[config.mk]
export PLATFORM = sky130hd
export DESIGN_NAME = cache_set_unit
export DESIGN_NICKNAME = d
export VERILOG_FILES = /design/src/rtl/cache_set_unit.sv
export SDC_FILE = /design/constraint.sdc
export NUM_CORES = 1
export LEC_CHECK = 0
export BUFFER_PORTS_ARGS = -buffer_cell sky130_fd_sc_hd__buf_4
export CAP_MARGIN = 20
export CORE_MARGIN = 4
export CORE_UTILIZATION = 50
export DETAILED_ROUTE_END_ITERATION = 7
export PLACE_DENSITY = 0.73
export SLEW_MARGIN = 20
export SYNTH_ARGS = -nofsm -noshare
export SYNTH_HDL_FRONTEND = slang
export SYNTH_SLANG_ARGS = --single-unit
[constraint.sdc]
create_clock -name i_clk -period 4.75 [get_ports i_clk]
set_input_delay 0 -clock i_clk [delete_from_list [all_inputs] [get_ports i_clk]]
set_output_delay 0 -clock i_clk [all_outputs]
set_load 0.02 [all_outputs]
[src/rtl/cache_set_unit.sv]
// Single-line cache set storage for the TTCache way controller.
// Holds one line (tag, valid, dirty, four 16-bit words) and services
// compare/access read/write requests over a level enable/ack handshake.
// It also carries a free-running 5-bit Fibonacci LFSR that the way
// controller uses for random victim selection.
module cache_set_unit #(
    parameter int         WORDS     = 4,
    parameter logic [4:0] LFSR_SEED = 5'b00001
) (
    input  logic        i_clk,
    input  logic        i_rst,
    input  logic        i_enable,
    input  logic [1:0]  i_word,
    input  logic        i_comp,
    input  logic        i_write,
    input  logic [4:0]  i_tag_in,
    input  logic [15:0] i_data_in,
    input  logic        i_valid_in,
    output logic        o_hit,
    output logic        o_dirty_out,
    output logic [4:0]  o_tag_out,
    output logic [15:0] o_data_out,
    output logic        o_valid_out,
    output logic        o_ack,
    input  logic        i_rand_en,
    output logic [4:0]  o_rand
);

    typedef enum logic {S_IDLE, S_DONE} state_t;

    state_t                   r_state;
    logic                     r_valid;
    logic                     r_dirty;
    logic [4:0]               r_tag;
    logic [WORDS-1:0][15:0]   r_words;
    logic                     r_hit;
    logic                     r_dirty_out;
    logic [4:0]               r_tag_out;
    logic [15:0]              r_data_out;
    logic                     r_valid_out;
    logic                     r_ack;
    logic [4:0]               r_lfsr;

    logic                     w_match;
    logic                     w_fb;

    assign w_match = r_valid && (r_tag == i_tag_in);
    assign w_fb    = r_lfsr[4] ^ r_lfsr[2];

    // Request FSM: one operation per enable assertion, all outputs registered
    always_ff @(posedge i_clk) begin
        if (i_rst) begin
            r_state     <= S_IDLE;
            r_valid     <= 1'b0;
            r_dirty     <= 1'b0;
            r_tag       <= '0;
            r_words     <= '0;
            r_hit       <= 1'b0;
            r_dirty_out <= 1'b0;
            r_tag_out   <= '0;
            r_data_out  <= '0;
            r_valid_out <= 1'b0;
            r_ack       <= 1'b0;
        end else begin
            case (r_state)
                S_IDLE: begin
                    if (i_enable) begin
                        r_ack       <= 1'b1;
                        r_state     <= S_DONE;
                        // Default: report the stored line unchanged
                        r_hit       <= 1'b0;
                        r_dirty_out <= r_dirty;
                        r_tag_out   <= r_tag;
                        r_data_out  <= r_words[i_word];
                        r_valid_out <= r_valid;
                        if (i_comp) begin
                            r_hit <= w_match;
                            // Compare write only lands on a hit; a miss leaves the line alone
                            if (i_write && w_match) begin
                                r_words[i_word] <= i_data_in;
                                r_dirty         <= 1'b1;
                                r_dirty_out     <= 1'b1;
                                r_data_out      <= i_data_in;
                            end
                        end else if (i_write) begin
                            // Access write refills the line identity; other words untouched
                            r_words[i_word] <= i_data_in;
                            r_tag           <= i_tag_in;
                            r_valid         <= i_valid_in;
                            r_dirty         <= 1'b0;
                            r_data_out      <= i_data_in;
                            r_tag_out       <= i_tag_in;
                            r_valid_out     <= i_valid_in;
                            r_dirty_out     <= 1'b0;
                        end
                    end
                end
                S_DONE: begin
                    // Hold results until the requester drops enable
                    if (!i_enable) begin
                        r_ack   <= 1'b0;
                        r_hit   <= 1'b0;
                        r_state <= S_IDLE;
                    end
                end
                default: r_state <= S_IDLE;
            endcase
        end
    end

    // Victim-select LFSR, x^5+x^3+1, advances only when enabled
    always_ff @(posedge i_clk) begin
        if (i_rst)          r_lfsr <= LFSR_SEED;
        else if (i_rand_en) r_lfsr <= {r_lfsr[3:0], w_fb};
    end

    assign o_hit       = r_hit;
    assign o_dirty_out = r_dirty_out;
    assign o_tag_out   = r_tag_out;
    assign o_data_out  = r_data_out;
    assign o_valid_out = r_valid_out;
    assign o_ack       = r_ack;
    assign o_rand      = r_lfsr;

endmodule

==> metrics.txt <==
status=completed; Initial Util=0.518; # setup viols final=0; Synth cell types=36; antenna cells=0; HP Class=input pin to register; register bit count reported by yosys=95; Post-synth EDFFs=0; CTS root buffer=clkbuf_8; Vias=about 3900; Critical Path RT=5.02 ns; endpoints failing hold=0; initial DRC count=437; PwrDens=299 nW/µm²; CP startpoint kind=register; Peak VDD IR=0.000177 V; vias in the first global route=3661; Cell Rows=33; kind of critical path=register to register; post-synthesis adder-cell area fraction=0.00292; main combinational cell family by area after synthesis=compound AO/OA/AOI/OAI gates; Critical Path Source=o_tag_out[2]$_SDFFE_PP0P_; # H-tree levels=3; GRT overflow=0; Critical Path AT=2.81 ns; # placed instances=596; RSZ-0062 raised after global routing=false; prevailing post-synth register cell=dfxtp_1; CP Capture Type=register; Worst slew margin=0.350; most numerous cell in the Yosys netlist=dfxtp_1; Post-Syn Area per Cell=around 9 µm²; min Tclk post-route=roughly 2.5 ns; clk_lat worst skew=between 0.3 and 0.4 ns; LEAKAGE=0.00175 µW; CTS buffer count=9; cell taking the most area after synthesis=dfxtp_1; Routed Wire Length=11500 µm; Synth Area in Compound Gates=0.213; Longest Clk Path Bufs=2; die width=101 µm; worst slew pin tran=roughly 0.97 ns; drt drc=0; Clock Skews=0.0127 ns; synth cell count leaders=dfxtp_1 (95), nand3_1 (80), o21ai_0 (69), a21oi_1 (67), nor2_1 (33); Die H=around 100 µm; Post-Synth Simple-Gate Area=0.158; Via density=6.18; Final period util=0.536; CTS tree=built; Post-Syn Area=4280 µm²; Placer Congestion=roughly 0.84; Worst R2R Start=o_tag_out[2]$_SDFFE_PP0P_; beginning of the worst hold path=i_comp; FMAX=393 MHz; PortBufs=59; clock sinks=between 90 and 100; NumNets Final=approximately 560; Post-DP Area=4650 µm²; Pre-antenna DRT Iters=6; Filler cells=about 730; CP max FO=48; HPWL Detailed=6910 µm; share of cells above drive strength 1=0.198; number of setup buffers added after CTS=0; max-cap viol count=0; non-filler cells, final=636; XOR/XNOR share of the synthesized area=0.0123; post-synthesis mux area share=0.108; Final Max Tran Viols=0; Die Area=10100 µm²; clk slew on worst S/H paths=0.09 ns; initial antenna violation count=0; routed len/inst=between 15 and 20 µm; Post-Synthesis Cells=around 480; area grow syn2layout=18.0%; yosys warns=0; Post-CTS Hold Buffers=24; sequential fraction of the synthesis area=0.444; Resize count post-CTS=0; Ports=60; Final ANT Viol Nets=0; fin util=0.612; post-route cell area=5050 µm²; Core Footprint=between 8000 and 9000 µm²; syn_nets=508; Total GRT Usage=0.234; top post-synthesis cells by area=dfxtp_1 (44%), nand3_1 (9.4%), mux4_2 (8.4%), o21ai_0 (8.1%), a21oi_1 (7.8%); pin count of the biggest net entering global routing=96; area share of the largest cell type after synthesis=0.444; setup tns final=0 ns; share of synthesized registers carrying an async set or reset=0; first-pass GRT wire length=roughly 19000 µm
==> placed cells by master (no fill, tap or decap), types with 4 or more instances in the layout <==
cell type       n
dfxtp_1        95
nand3_1        80
o21ai_0        69
a21oi_1        67
buf_4          64
nor2_1         33
dlygate4sd3_1  24
mux4_2         16
o22ai_1        11
a211oi_1       11
mux2i_1        10
clkbuf_8        9
a311oi_1        5
xnor2_1         4
==> cells by family (layout without fill, tap and decap cells) <==
family | Yosys count | in the layout
AOI/OAI and AO/OA | 166 | 166
adders and majority gates | 1 | 1
xor gates and xnor gates | 6 | 6
DFF | 95 | 95
muxes | 26 | 26
buffers and inverters | 53 | 107
and+or+nand+nor | 130 | 130
==> flip-flops by register name, indices dropped and copies added (netlist names) <==
signal and flops:
o_rand 5, o_dirty_out 1, r_state 1, o_ack 1, o_tag_out 5, o_valid_out 1, o_hit 1, o_data_out 16
r_words 64
==> worst paths after layout <==
kind | slack, ns | end | cells past startpoint
max | 2.20 | o_data_out[1]$_SDFFE_PP0P_ | 6
min | 0.03 | o_dirty_out$_SDFFE_PP0P_ | 4
max reg2reg | 2.20 | o_data_out[1]$_SDFFE_PP0P_ | 6
min reg2reg | 0.46 | o_hit$_SDFFE_PP0P_ | 2
==> through the flow <==
stage,hold WS (ns),setup slack (ns),total power [µW]
6_report,0.0262,2.20,1510
5_1_grt,0.0454,2.07,1560
4_1_cts,0.0186,2.23,1510
3_5_place_dp,0.264,2.25,1040
3_3_place_gp,0.243,2.17,1030
2_1_floorplan,0.128,3.05,967
==> cell type report <==
class	instances	area, µm²	share of cell area
Clock inverter	5	35.0	0.00693
Clock buffer	11	131	0.0260
Timing Repair Buffer	88	721	0.143
Sequential cell	95	1900	0.376
Tap cell	105	131	0.0260
Multi-Input combinational cell	329	2120	0.420
Inverter	3	11.3	0.00223
==> critical path, cell delays in order (launching register included) <==
cell      delay [ns]
dfxtp_1         0.39
xnor2_1         0.14
and4_4          0.28
a21bo_2         0.76
buf_4           0.46
nand3_1         0.13
a311oi_1        0.27
==> metal layers <==
metal | wire (µm) | global-route usage | share of wire
met2 | 5400 | 0.356 | 0.47
met4 | 148 | 0.0798 | 0.013
met3 | 896 | 0.0450 | 0.078
met5 | 0 | 0 | 0
met1 | 5080 | 0.335 | 0.44
==> power breakdown <==
group,switching [µW],internal (µW)
Combinational,126,82.7
Clock,281,191
Sequential,12.5,816
(Power assumes the default switching activity.)
